<file path="config.mk">
export PLATFORM = sky130hd
export DESIGN_NAME = fifo_rd_ctrl
export DESIGN_NICKNAME = d
export VERILOG_FILES = /design/src/rtl/fifo_rd_ctrl.sv
export SDC_FILE = /design/constraint.sdc
export NUM_CORES = 1
export LEC_CHECK = 0
export CELL_PAD_IN_SITES_DETAIL_PLACEMENT = 0
export CELL_PAD_IN_SITES_GLOBAL_PLACEMENT = 1
export CORE_AREA = 3 3 67 69
export CTS_CLUSTER_SIZE = 30
export DETAILED_ROUTE_END_ITERATION = 8
export DIE_AREA = 0 0 70 72
export HOLD_SLACK_MARGIN = 0.08
export PLACE_DENSITY_LB_ADDON = 0.1
export REMOVE_ABC_BUFFERS = 1
export SLEW_MARGIN = 20
export SYNTH_ARGS = -nofsm -noshare
export SYNTH_HDL_FRONTEND = slang
export SYNTH_SLANG_ARGS = --single-unit
</file>
<file path="constraint.sdc">
create_clock -name rclk -period 3.4 [get_ports rclk]
set_input_delay 0.34 -clock rclk [delete_from_list [all_inputs] [get_ports rclk]]
set_output_delay 0.34 -clock rclk [all_outputs]
set_load 0.01 [all_outputs]
</file>
<file path="src/rtl/fifo_rd_ctrl.sv">
// Purpose: read-side controller of an async FIFO; syncs the Gray write pointer, drives the memory read address, presents words through a one-entry output register.
// Latency: a stable wptr change reaches rempty on the 3rd rclk edge and rd_valid on the 4th; after that, one word per rclk.
// Backpressure: rd_valid && !rd_ready freezes rd_data, rd_valid and the read pointer; the next pop may happen on the same edge as a consume.
//
// Ports:
//   rclk, rrst        read clock, synchronous active-high reset
//   wptr              Gray write pointer from the write domain (async to rclk)
//   rdata / raddr     combinational memory read data / read address (rbin[ADDRSIZE-1:0])
//   rptr              registered Gray read pointer for the write domain
//   rempty            registered empty flag
//   rd_valid/rd_ready/rd_data  valid/ready output register
//   rd_level          words left in memory, excluding the output register
module fifo_rd_ctrl #(
  parameter int DATASIZE = 8,
  parameter int ADDRSIZE = 4
) (
  input  logic                rclk,
  input  logic                rrst,
  input  logic [ADDRSIZE:0]   wptr,
  input  logic [DATASIZE-1:0] rdata,
  output logic [ADDRSIZE-1:0] raddr,
  output logic [ADDRSIZE:0]   rptr,
  output logic                rempty,
  output logic                rd_valid,
  input  logic                rd_ready,
  output logic [DATASIZE-1:0] rd_data,
  output logic [ADDRSIZE:0]   rd_level
);

  localparam int PW = ADDRSIZE + 1;

  function automatic logic [PW-1:0] gray2bin(input logic [PW-1:0] g);
    logic [PW-1:0] b;
    b[PW-1] = g[PW-1];
    for (int i = PW - 2; i >= 0; i--) begin
      b[i] = b[i+1] ^ g[i];
    end
    return b;
  endfunction

  logic [PW-1:0]       rq1_wptr_q, rq1_wptr_d;
  logic [PW-1:0]       rq2_wptr_q, rq2_wptr_d;
  logic [PW-1:0]       rbin_q, rbin_d;
  logic [PW-1:0]       rptr_q, rptr_d;
  logic                rempty_q, rempty_d;
  logic                rd_valid_q, rd_valid_d;
  logic [DATASIZE-1:0] rd_data_q, rd_data_d;
  logic [PW-1:0]       rd_level_q, rd_level_d;

  logic                pop;
  logic [PW-1:0]       rbin_next;
  logic [PW-1:0]       rgray_next;

  always_comb begin
    rq1_wptr_d = wptr;
    rq2_wptr_d = rq1_wptr_q;

    // Pop whenever memory holds a word and the output register is free
    // or being drained on this same edge.
    pop        = !rempty_q && (!rd_valid_q || rd_ready);
    rbin_next  = rbin_q + {{ADDRSIZE{1'b0}}, pop};
    rgray_next = (rbin_next >> 1) ^ rbin_next;

    rbin_d     = rbin_next;
    rptr_d     = rgray_next;
    // Comparing against the post-pop pointer makes rempty rise on the
    // edge that takes the last visible word, with no bubble.
    rempty_d   = (rgray_next == rq2_wptr_q);
    // Uses the synchronized pointer, so the level can lag but never overstate.
    rd_level_d = gray2bin(rq2_wptr_q) - rbin_next;

    rd_valid_d = rd_valid_q;
    rd_data_d  = rd_data_q;
    if (pop) begin
      rd_valid_d = 1'b1;
      rd_data_d  = rdata;
    end else if (rd_valid_q && rd_ready) begin
      rd_valid_d = 1'b0;
    end
  end

  always_ff @(posedge rclk) begin
    if (rrst) begin
      rq1_wptr_q <= '0;
      rq2_wptr_q <= '0;
      rbin_q     <= '0;
      rptr_q     <= '0;
      rempty_q   <= 1'b1;
      rd_valid_q <= 1'b0;
      rd_data_q  <= '0;
      rd_level_q <= '0;
    end else begin
      rq1_wptr_q <= rq1_wptr_d;
      rq2_wptr_q <= rq2_wptr_d;
      rbin_q     <= rbin_d;
      rptr_q     <= rptr_d;
      rempty_q   <= rempty_d;
      rd_valid_q <= rd_valid_d;
      rd_data_q  <= rd_data_d;
      rd_level_q <= rd_level_d;
    end
  end

  assign raddr    = rbin_q[ADDRSIZE-1:0];
  assign rptr     = rptr_q;
  assign rempty   = rempty_q;
  assign rd_valid = rd_valid_q;
  assign rd_data  = rd_data_q;
  assign rd_level = rd_level_q;

endmodule

</file>
; ---- Yosys cells after proc, flatten, opt, wreduce, memory -nomap -nowiden
; Index checks and enable logic that the tools add are counted.
[totals]
reg_bits = 35
elab_cells = 24
inputBits = 16
output_inout_bits = 24
[op_classes]
eq_ne = 1
n_bitwise = 5
addsub = 2
n_mux = 2
n_reduce_logical = 6
[ops]
columns = op, n
row1 = $add A5 B1 Y5, 1
row2 = $eq A5 B5 Y1, 1
row3 = $sub A5 B5 Y5, 1
row4 = $xor A4 B5 Y5, 1
row5 = $xor A1 B1 Y1, 4
row6 = $logic_and A1 B1 Y1, 2
row7 = $logic_not A1 Y1, 2
row8 = $mux W1, 2
row9 = $reduce_bool A2 Y1, 1
row10 = $logic_or A1 B1 Y1, 1

; ---- Depth between registers and ports, before layout
; Gate-level depths: netlist (run 1).
[logic_depth]
ltp_word = 6
depth_mapped = 11
ltp_nobuf = 11

; ---- Least setup slack after synthesis (run 1)
; No wires, ideal clock.
[synth_timing]
kind = input to register
start = in rd_ready
end = reg rd_level_q[4] (netlist: rd_level[4])
setup_slack_ns = 0.691
t_required_ns = 3.272
arrival_ns = 2.581
setup_time_ns = 0.128
path_stages = 11
n_path_buf = 1
path_cell_list = nand2b_1 > nor2b_1 > buf_2 > ha_1 > ha_1 > inv_1 > fa_1 > a21o_1 > maj3_1 > xnor2_1 > nor2_1
[synth_between]
elab_chain_len = 4
[synth_lines]
columns = element, line_no
row1 = start: declaration, 25  ; input logic rd_ready,
row2 = $logic_or A1 B1 Y1, 60  ; pop = !rempty_q && (!rd_valid_q || rd_ready);
row3 = $logic_and A1 B1 Y1, 60
row4 = named net pop, 50  ; logic pop;
row5 = $add A5 B1 Y5, 61  ; rbin_next = rbin_q + {{ADDRSIZE{1'b0}}, pop};
row6 = named net rbin_d[1], 43  ; logic [PW-1:0] rbin_q, rbin_d;
row7 = $sub A5 B5 Y5, 70  ; rd_level_d = gray2bin(rq2_wptr_q) - rbin_next;
row8 = end signal: assignment, 100  ; rd_level_q <= rd_level_d;
row9 = end: declaration, 48  ; logic [PW-1:0] rd_level_q, rd_level_d;
; The timed path passes the listed nets, and every way through them passes these cells.
; A chain may end at the register's enable or synchronous reset.

; ---- Worst setup path in the final report (run 1)
[layout_timing]
start = reg rq2_wptr_q[4]
end = reg rd_level_q[4] (netlist: rd_level[4])
[layout_between]
elab_chain_len = 5
[layout_lines]
columns = element, line_no
row1 = start: declaration, 42  ; logic [PW-1:0] rq2_wptr_q, rq2_wptr_d;
row2 = start signal: assignment, 94  ; rq2_wptr_q <= rq2_wptr_d;
row3 = $xor A1 B1 Y1 (4 in a row), 36  ; b[i] = b[i+1] ^ g[i];
row4 = $sub A5 B5 Y5 (*), 70
; Every way passes the cells marked *; elsewhere a longest branch is shown, timed or not.

==> results of run 1 <==
final cells by class:
class	count	area, um^2
fill	389	2090
sequential	34	681
multi-input combinational	87	646
timing repair buffer	40	393
clock buffer	7	86.3
tap	50	62.6
inverter	3	11.3
clock inverter	1	5.00
worst max-delay path: cells and delay by family (launching register included):
kind,cells,cell delay [ps]
and+or+nand+nor,1,50
AOI/OAI and AO/OA,1,200
xor gates and xnor gates,5,1200
buffers and inverters,1,60
adders and majority gates,3,930
DFF,1,330
sequential cells by signal, summed over array words and instances, names as in the netlist:
name,flops
rptr,4
rq2_wptr_q,5
rd_data,8
rbin_q,5
rq1_wptr_q,5
rempty,1
rd_valid,1
rd_level,5
cells by family (layout without fill, tap and decap cells):
family	Yosys count	count (layout)	share of synthesized area [%]
xor gates and xnor gates	20	20	14.5
adders and majority gates	7	7	6.84
DFF	34	34	50.3
muxes	8	8	5.92
AOI/OAI and AO/OA	8	8	4.34
and+or+nand+nor	44	44	16.1
buffers and inverters	7	51	2.03
through the flow:
stage	utilization, %	area [um^2]
floorplan	-	1340
global placement	45.3	1800
detailed placement	45.1	1790
CTS	47.4	1880
global route	47.4	1880
finish	47.4	1880
synthesized netlist by cell type:
cell type   n
maj3_1      1
and2_2      1
nor2_1     20
o211ai_1    1
nand2b_1    1
nand3_1     3
nor3_1      1
ha_1        5
inv_1       3
o2bb2ai_1   1
clkbuf_1    3
xnor2_1    11
a41o_1      1
a21boi_0    1
xnor2_2     1
nor2b_1    13
buf_2       1
nand2_1     3
and3b_2     1
dfxtp_1    34
fa_1        1
xnor3_1     1
a21o_1      2
or3_1       1
xor2_1      7
a21oi_1     2
mux2i_1     8
worst max path at each step:
| stage | end | slack [ps] | cells after the start |
|---|---|---|---|
| floorplan | rd_level[4] | 450 | 10 |
| global placement | rd_level[4] | 340 | 11 |
| detailed placement | rd_level[4] | 310 | 11 |
| CTS | rd_level[4] | 470 | 11 |
| global route | rd_level[4] | 270 | 11 |
| finish | rd_level[4] | 520 | 11 |
layer usage:
| layer | wire length (um) | share of wire [%] |
|---|---|---|
| met1 | 1100 | 45 |
| met2 | 1150 | 46 |
| met3 | 177 | 7.2 |
| met4 | 44 | 1.8 |
| met5 | 0 | 0 |
where the power goes:
part	switching (uW)	total [uW]	internal, uW
logic	178	408	231
registers	27.6	489	462
clock network	136	299	163
total	341	1200	855
==> results list, run 1 <==
- For this design, the sink count on the clock tree is 34.
- Most area-hungry cell type in the Yosys netlist: dfxtp_1
* Met1 global-route usage: 12.8%
- Pin count of the biggest net entering global routing: 35
- Post-detailed-routing wire length: 2.47 mm
* DRT Pass-1 Iters: 3
- LEAKAGE: 0.000758 uW
- Mean area per synthesized cell: 10.6 um^2
- Crit path required time: around 3600 ps
* Path class of the lowest-slack min-delay path: reg2reg
- In this run the register-to-register setup slack is about 520 ps.
* Minimum period implied by the final worst setup slack: roughly 2900 ps
- For the pin with the worst max-slew slack, the measured transition is around 580 ps.
- For hold timing, the worst endpoint is rq2_wptr_q[2].
- Power Dens Cells: roughly 640 nW/um^2
- In this run the most used layer during global routing was met2.
- Timing analysis after detailed placement gives a worst setup slack of about 310 ps.
* Number of unique standard cell types used by synthesis: 27
* Via count of the first global-routing pass: around 930
- IR analysis of the VDD net gives a maximum drop of 0.350 mV.
- The H-tree generated during clock tree synthesis spans 2 levels.
- Antenna-violating nets left: 0
- Cells with a size suffix above 1 make up about 7.0% of the layout.
- Setup TNS after final layout: 0 ps
* Vias/cell: 4.37
- Clock latency reported for the late side of the worst-skew pair: about 280 ps
* Worst Setup Start Kind: flip-flop
* Status: complete, no violations
* Cells on worst reg2reg path: 11
- Area contributors post-synth: dfxtp_1 50%, xnor2_1 7.1%, nor2b_1 6.0%
* Cell-by-cell trace of the critical path: xnor2_1, xnor2_1, xor2_1, xnor2_1, ha_1, inv_1, fa_1, a21o_1, maj3_1, xnor2_1, nor2_1
- The cell area that synthesis handed to floorplanning was roughly 1400 um^2.
- Leaving out filler cells and counting taps, the final layout contains 222.
* Largest driver fanout on the critical path: 3
- TritonCTS built the clock tree.
* Worst-case hold slack: about 440 ps
- For this run, design rule violations remaining after detail routing come to 0.
* Num CTS Buffers: 5
* Detailed Place HPWL: approximately 1.9 mm
- DR iter-0 viols: 43
- Setup violations remaining at the end of the flow were counted as 0.
- For this run, the slowest stage of the critical path takes 410 ps.
- Total global routing overflow: 0
* Power Total: ~1200 uW
- The first global-routing pass estimated 4.25 mm of wire.
* Width of the die: 70 um
* Yosys warns: 0
- Core outline area: roughly 4000 um^2
- Summing the sequential cell areas from Yosys gives between 50% and 60% of the chip area.
- Fin. Hold Viols: 0
* Setup repair after global routing missed its margin: false
* Chip height: 72 um
* Routed WL per cell: ~11 um
* Number of diodes: 0
- Counting every instance in the synthesized netlist gives ~130.
- The startpoint identified for the worst register-to-register timing path is rq2_wptr_q[4].
- Worst clock skew: about 4.6 ps
- Startpoint-to-endpoint class of the critical path: reg2reg
* Cell with the most instances on the worst path: xnor2_1
* Number of vias in the routed layout: 970
- Slowest library cell on the worst path: fa_1
- The congestion estimate from routability-driven global placement came to ~0.81.
* Count of state elements after synthesis: 34
- Setup slack on the critical path of the routed design comes to slightly above 500 ps.
- Number of buffers added for setup after CTS: 0
- The top cell types in the final layout, fill and taps aside, are 38 x clkdlybuf4s50_1, 34 x dfxtp_1, 20 x nor2_1.
- CTS clock-pin slew for the worst setup and hold paths: 70 ps
- Cells resized by post-CTS repair: 0
- Timing would allow up to between 300 and 400 MHz.
* Launch point of the worst hold path: rq1_wptr_q[2]
* Worst setup path start: rq2_wptr_q[4]
* Number of nets in the finished design: 193
* Root buffer selected by CTS: clkbuf_8
* Antenna violations before repair: 0
- CTS Buffer Depth: 2
- Global routing consumed, on the met3 layer, ~4.8% of the routing resources.
- The number of max-slew violations in the final report came to 0.
* # port buffers: 39
- Total instance count after detailed placement: ~210
- Counting instances, the worst hold path has a depth of 1.
- Commonest non-fill, non-tap cell in the layout: clkdlybuf4s50_1
* Capture instance of the worst register-to-register path: rd_level[4]
- Relative to the synthesized area, the layout overhead comes to 39.2%.
- For this configuration, the core starts out at a cell density of about 34%.
- Hold repair after CTS inserted 0 buffers.
* Area share of the largest cell type after synthesis: 50.3%
- The worst setup path is captured at a flip-flop.
- The floorplan step defined a die boundary enclosing around 5000 um^2.
- Row count: 23
- Number of top-level pins: 40
* Total global-route track usage: a little over a tenth
- Worst-case headroom to the max-slew limit: between 60% and 70%
* Met2 track demand over resource in global routing: between 15 and 20%
- Max-capacitance violation count: 0
* Data arrival at the endpoint of the critical path: 3030 ps
* Share of the cycle needed by the critical path after routing: between 80% and 90%
Power figures use the tool's default switching activity.
==> run 2, diff against run 1 <==
==> constraint.sdc (replaced) <==
create_clock -name rclk -period 2.7 [get_ports rclk]
set_input_delay 0.27 -clock rclk [delete_from_list [all_inputs] [get_ports rclk]]
set_output_delay 0.27 -clock rclk [all_outputs]
set_load 0.01 [all_outputs]
==> run 2 against run 1 <==
Effect of this change:
- clock power grew 44%
- routed wire length grew 13%
- critical endpoint unchanged
- cell count grew 6.3%
- largest cell class unchanged
==> results list, run 2 (same netlist as run 1, synthesis figures left out) <==
* Minimum period implied by the final worst setup slack: 2540 ps (was 2880 ps)
- The number of I/O pins came to 40 (unchanged).
- Fin. Hold Viols: 0 (unchanged)
- Global-route wire length before repair: 4.79 mm (was 4.25 mm)
- Htree depth: 2 (unchanged)
- The path category of the worst min-delay check is reg2reg (unchanged).
* LEAKAGE: 0.000844 uW (was 0.000758 uW)
- The number of remaining DRC errors was 0 (unchanged).
- Root buffer selected by CTS: clkbuf_8 (unchanged)
- The tightest hold margin is 432 ps (was 436 ps).
- Worst-case headroom to the max-slew limit: 64.8% (was 61.4%)
* Routed WL per cell: 11.8 um (was 11.1 um)
- Post-detailed-routing wire length: 2.78 mm (was 2.47 mm)
* Transition time of the tightest slew-check pin: 527 ps (was 579 ps)
- Clock latency reported for the late side of the worst-skew pair: 280 ps (about the same)
- The startpoint-to-endpoint class of the critical path was reg2reg (unchanged).
- Worst Setup Start Kind: flip-flop (unchanged)
- The number of buffers on the longest clock path is 2 (unchanged).
- The pin count of the biggest net entering global routing was 22 (was 35).
* Total global-route track usage: 12.1% (was 10.8%)
* Chip height: 72 um (unchanged)
- The count of max-cap constraint violations came to 0 (unchanged).
- Number of vias in the routed layout: 1,018 (was 970)
- Antenna-violating nets left: 0 (unchanged)
- Max reg flops: 8 (unchanged)
- Effective utilization at floorplan: 34.1% (unchanged)
* Largest driver fanout on the critical path: 2 (was 3)
* Max Fclk: 394 MHz (was 347 MHz)
- Status: complete, no violations (unchanged).
* Antenna violations before repair: 0 (unchanged)
- The total iterations of the first detailed-routing run is 4 (was 3).
- Width of the die: 70 um (unchanged)
* Via count of the first global-routing pass: 1,029 (was 934)
* Clock tree from TritonCTS: built (unchanged)
- Total global routing overflow: 0 (unchanged)
* Share of the cycle needed by the critical path after routing: 93.9% (was 84.7%)
- Crit path required time: 2850 ps (was 3550 ps)
* Die footprint: 5040 um^2 (unchanged)
* # port buffers: 39 (unchanged)
- The register clock-pin slew on the reported worst setup and hold paths was 70 ps (about the same).
- Worst clock skew: 4.62 ps (was 4.61 ps)
- DR iter-0 viols: 18 (was 43)
- Detailed Place HPWL: 2.08 mm (was 1.85 mm)
- Area added between synthesis and finish: 51.6% (was 39.2%)
- The share of layout cells above drive strength 1 came to 17.2% (was 6.98%).
- The maximum vdd drop came to 0.310 mV (was 0.350 mV).
- The final-stage net count came to 207 (was 193).
- The routability-driven placement congestion ratio came to 0.740 (was 0.808).
- The overall power of the completed layout is 1650 uW (was 1200 uW).
- The total inserted antenna cells was 0 (unchanged).
- Data arrival at the endpoint of the critical path: 2680 ps (was 3030 ps)
- The number of buffers added to fix hold violations after cts is 0 (unchanged).
* Final Slew Violations: 0 (unchanged)
- Commonest non-fill, non-tap cells in the layout: 39 x clkdlybuf4s50_1, 32 x dfxtp_1, 20 x nor2_1 (was 38 x clkdlybuf4s50_1, 34 x dfxtp_1, 20 x nor2_1)
- The CTS buffer count was 5 (unchanged).
- The element type at the critical path end is a flip-flop (unchanged).
* Core outline area: 3970 um^2 (unchanged)
- The power per unit of standard cell area is 802 nW/um^2 (was 635 nW/um^2).
* Commonest non-fill, non-tap cell in the layout: clkdlybuf4s50_1 (unchanged)
* Vias/cell: 4.31 (was 4.37)
- The CTS sink count was 34 (unchanged).
- The number of placement rows was 23 (unchanged).
- The final setup violation count was 0 (unchanged).
[run 2: metal layers]
| layer | GRT usage, % | vias up | share of wire [%] |
|---|---|---|---|
| met5 | 0 | - | 0 |
| met4 | 4.47 | 0 | 1.8 |
| met3 | 4.71 | 5 | 5.5 |
| met2 | 20.5 | 31 | 50 |
| met1 | 14.1 | 458 | 42 |
| li1 | - | 524 | - |
[run 2: stage by stage]
stage / setup slack, ps / instance area [um^2] / utilization (%) / setup TNS (ps) / std cells
after floorplan: -224 / 1340 / - / -224 / 124
after global placement: -87.6 / 1900 / 47.7 / -87.6 / 227
after detailed placement: -146 / 1900 / 47.7 / -146 / 227
after CTS: 57.5 / 2010 / 50.7 / 0 / 235
after global routing: -39.7 / 2050 / 51.7 / -39.7 / 236
final: 165 / 2050 / 51.7 / 0 / 236
[run 2: critical path, stage by stage, from the launching register on]
cell and delay, ps:
dfxtp_2 350, xnor2_4 160, xnor2_2 240, xor2_2 220, xnor2_1 150, ha_1 160, inv_1 60, fa_2 340
a21o_1 180, maj3_1 360, xnor2_1 140, nor2_1 50
[run 2: final cells by class]
cell class / count / area [um^2]
fillers: 361 / 1920
flip-flops and latches: 34 / 683
multi-input cells: 87 / 682
repair buffers: 54 / 503
clock buffers: 8 / 110
well taps: 50 / 62.6
inverters: 3 / 11.3
[run 2: final timing paths]
kind | startpoint | end | slack, ps | depth (start not counted)
worst max-delay path | rq2_wptr_q[3] | rd_level[4] | 160 | 11
worst min-delay path | rq1_wptr_q[3] | rq2_wptr_q[3] | 430 | 1
worst max register to register | rq2_wptr_q[3] | rd_level[4] | 160 | 11
worst min register to register | rq1_wptr_q[3] | rq2_wptr_q[3] | 430 | 1
[run 2: report_power, final]
group | internal, uW | switching (uW)
combinational | 356 | 242
sequential | 581 | 36.4
clock | 257 | 174
[run 2: timing repair]
item | in CTS | in global routing
setup buffers | 0 | 1
gates resized for setup | 1 | 6
pin swaps | 0 | 3
endpoints found under the setup margin | 1 | 1
endpoints found under the hold margin | 0 | 0
==> run 3, diff against run 2 <==
--- a/config.mk
+++ b/config.mk
@@ -7,14 +7,14 @@
 export LEC_CHECK = 0
 export CELL_PAD_IN_SITES_DETAIL_PLACEMENT = 0
 export CELL_PAD_IN_SITES_GLOBAL_PLACEMENT = 1
-export CORE_AREA = 3 3 67 69
+export CORE_AREA = 2 2 66 68
 export CTS_CLUSTER_SIZE = 30
 export DETAILED_ROUTE_END_ITERATION = 8
-export DIE_AREA = 0 0 70 72
+export DIE_AREA = 0 0 68 70
 export HOLD_SLACK_MARGIN = 0.08
 export PLACE_DENSITY_LB_ADDON = 0.1
 export REMOVE_ABC_BUFFERS = 1
-export SLEW_MARGIN = 20
+export SLEW_MARGIN = 30
 export SYNTH_ARGS = -nofsm -noshare
 export SYNTH_HDL_FRONTEND = slang
 export SYNTH_SLANG_ARGS = --single-unit
==> run 3 against run 2 <==
Effect of this change:
- register-to-register slack got worse by 30 ps
- first-iteration DRC count rose by 120%
- largest cell class unchanged
- flip-flop and latch count did not move
- global-route usage rose by 1.0 points
- critical path type unchanged
==> results list, run 3 (same netlist as run 1, synthesis figures left out) <==
- Status: complete, no violations (unchanged)
* Effective utilization at floorplan: 32.7% (was 34.1%)
* Vias/cell: 4.31 (about the same)
* Cells resized by post-CTS repair: 0 (was 1)
- Commonest non-fill, non-tap cells in the layout: 39 x clkdlybuf4s50_1, 32 x dfxtp_1, 20 x nor2_1 (unchanged)
- The type of origin of the critical path was a flip-flop (unchanged).
* Root buffer selected by CTS: clkbuf_8 (unchanged)
* Power Total: 1620 uW (was 1650 uW)
* Commonest non-fill, non-tap cell in the layout: clkdlybuf4s50_1 (unchanged)
- Pin count of the biggest net entering global routing: 20 (was 22)
- Cell with the most instances on the worst path: xnor2_1 (unchanged)
- The combined global-route utilization of all metal layers came to 13.2% (was 12.1%).
- The total iterations of the first detailed-routing run was 2 (was 4).
- CP top delay family: XOR/XNOR gates (unchanged)
- The final-stage net count is 203 (was 207).
- Setup repair after global routing missed its margin: false
* Total global routing overflow: 0 (unchanged)
- The critical-path maximum fanout came to 2 (unchanged).
- The clock tree from TritonCTS is built (unchanged).
- CTS Buffer Depth: 2 (unchanged)
- Detailed Place HPWL: 2.03 mm (was 2.08 mm)
- The number of I/O pins is 40 (unchanged).
- The width of the die is 68 um (was 70 um).
- Htree depth: 2 (unchanged)
* Routed WL per cell: 11.6 um (was 11.8 um)
- Row count: 24 (was 23)
- The number of antenna violations at the first check in global routing was 0 (unchanged).
* Num CTS Buffers: 5 (unchanged)
- Setup TNS after final layout: 0 ps (unchanged)
- The maximum operating frequency was 390 MHz (was 394 MHz).
- Startpoint-to-endpoint class of the critical path: reg2reg (unchanged)
* Fillers: 392 (was 361)
- Final Slew Violations: 0 (unchanged)
- The chip height came to 70 um (was 72 um).
- The number of routed nets with antenna violations came to 0 (unchanged).
* Worst clock skew: 4.92 ps (was 4.62 ps)
* TritonCTS sink count: 34 (unchanged)
* Crit path required time: 2860 ps (was 2850 ps)
- The clock latency reported for the late side of the worst-skew pair was 290 ps (was 280 ps).
* Max-capacitance violation count: 0 (unchanged)
* Share of the cycle needed by the critical path after routing: 95.0% (was 93.9%)
- Post-detailed-routing wire length: 2.70 mm (was 2.78 mm)
* Via count of the first global-routing pass: 1,035 (was 1,029)
- Transition time of the tightest slew-check pin: 599 ps (was 527 ps)
* Worst-case headroom to the max-slew limit: 60.0% (was 64.8%)
- VDD IR max: 0.318 mV (was 0.310 mV)
- The power per unit of standard cell area came to 802 nW/um^2 (about the same).
* Path class of the lowest-slack min-delay path: reg2reg (unchanged)
- Slowest library cell on the worst path: dfxtp_4 (was maj3_1)
* Critical Path End Type: flip-flop (unchanged)
- Setup-failing EPs final: 0 (unchanged)
- Post-route DRC violation count: 0 (unchanged)
- The flip-flop count of the largest register after layout was 8 (unchanged).
- The share of layout cells above drive strength 1 was 15.4% (was 17.2%).
- Buffer and inverter count on the worst path: 1 (unchanged)
- CTS clock-pin slew for the worst setup and hold paths: 70 ps (about the same)
* Number of buffers added for setup after CTS: 0 (unchanged)
- The layout-stage area growth over the synthesis result was 49.4% (was 51.6%).
- The time the worst path needs with I/O delays and setup came to 2560 ps (was 2540 ps).
- Number of vias in the routed layout: 1,009 (was 1,018)
- The maximum cell stage delay along the critical path is 370 ps (was 360 ps).
- The first-pass GRT wire length came to 4.60 mm (was 4.79 mm).
* Post-cts hold buffer count: 0 (unchanged)
* Die footprint: 4760 um^2 (was 5040 um^2)
- Cell-by-cell trace of the critical path: xnor2_4, xnor2_2, xor2_1, xnor2_1, ha_2, inv_1, fa_2, a21o_1, maj3_1, xnor2_1, nor2_1 (was xnor2_4, xnor2_2, xor2_2, xnor2_1, ha_1, inv_1, fa_2, a21o_1, maj3_1, xnor2_1, nor2_1)
* Data arrival at the endpoint of the critical path: 2720 ps (was 2680 ps)
* DR iter-0 viols: 39 (was 18)
- The total count of hold-check failures in the final report came to 0 (unchanged).
- The core box area came to 4140 um^2 (was 3970 um^2).
- LEAKAGE: 0.000824 uW (was 0.000844 uW)
- Final RePlAce weighted congestion: 0.753 (was 0.740)
- Number of diodes: 0 (unchanged)
* # port buffers: 39 (unchanged)
[run 3: cell types whose count changed in the layout (fill, tap and decap cells not counted), sizes merged]
cell  previous run  this run
buf             15        11
[run 3: report_power, final]
part,switching (uW),internal [uW],total [uW]
clock,180,257,437
combinational,233,334,567
sequential,37.1,581,618
total,450,1170,1620
[run 3: area by class of cell]
| cell class | count | area [um^2] | area share, % |
|---|---|---|---|
| well taps | 52 | 65.1 | 3.22 |
| inverters | 3 | 11.3 | 0.557 |
| multi-input cells | 87 | 677 | 33.5 |
| repair buffers | 50 | 473 | 23.4 |
| flip-flops and latches | 34 | 686 | 33.9 |
| clock buffers | 8 | 110 | 5.45 |
[run 3: final timing paths]
kind	slack, ps	endpoint	from	cells after the start
worst max-delay path	140	rd_level[4]	rq2_wptr_q[3]	11
worst max register to register	140	rd_level[4]	rq2_wptr_q[3]	11
worst min register to register	430	rq2_wptr_q[2]	rq1_wptr_q[2]	1
worst min-delay path	430	rq2_wptr_q[2]	rq1_wptr_q[2]	1
[run 3: worst register-to-register path, cell delays in order, from the launching register on]
cell	delay [ps]
dfxtp_4	370
xnor2_4	160
xnor2_2	210
xor2_1	240
xnor2_1	150
ha_2	180
inv_1	50
fa_2	340
a21o_1	190
maj3_1	360
xnor2_1	150
nor2_1	50
[run 3: metrics by stage]
step,hold slack (ps),setup WS (ps),instance area (um^2),std cells,util [%]
2_1_floorplan,337,-224,1340,124,-
3_3_place_gp,422,-92.3,1880,226,45.3
3_5_place_dp,420,-133,1880,226,45.3
4_1_cts,437,16.1,1990,234,47.9
5_1_grt,451,18.0,2020,234,48.8
6_report,435,136,2020,234,48.8
[run 3: layer usage]
layer	track usage (%)	vias to the layer above	part of all wire (%)
li1	-	517	-
met5	0	-	0
met4	5.33	0	2.6
met2	20.7	29	49
met1	15.8	456	43
met3	5.15	7	5.3
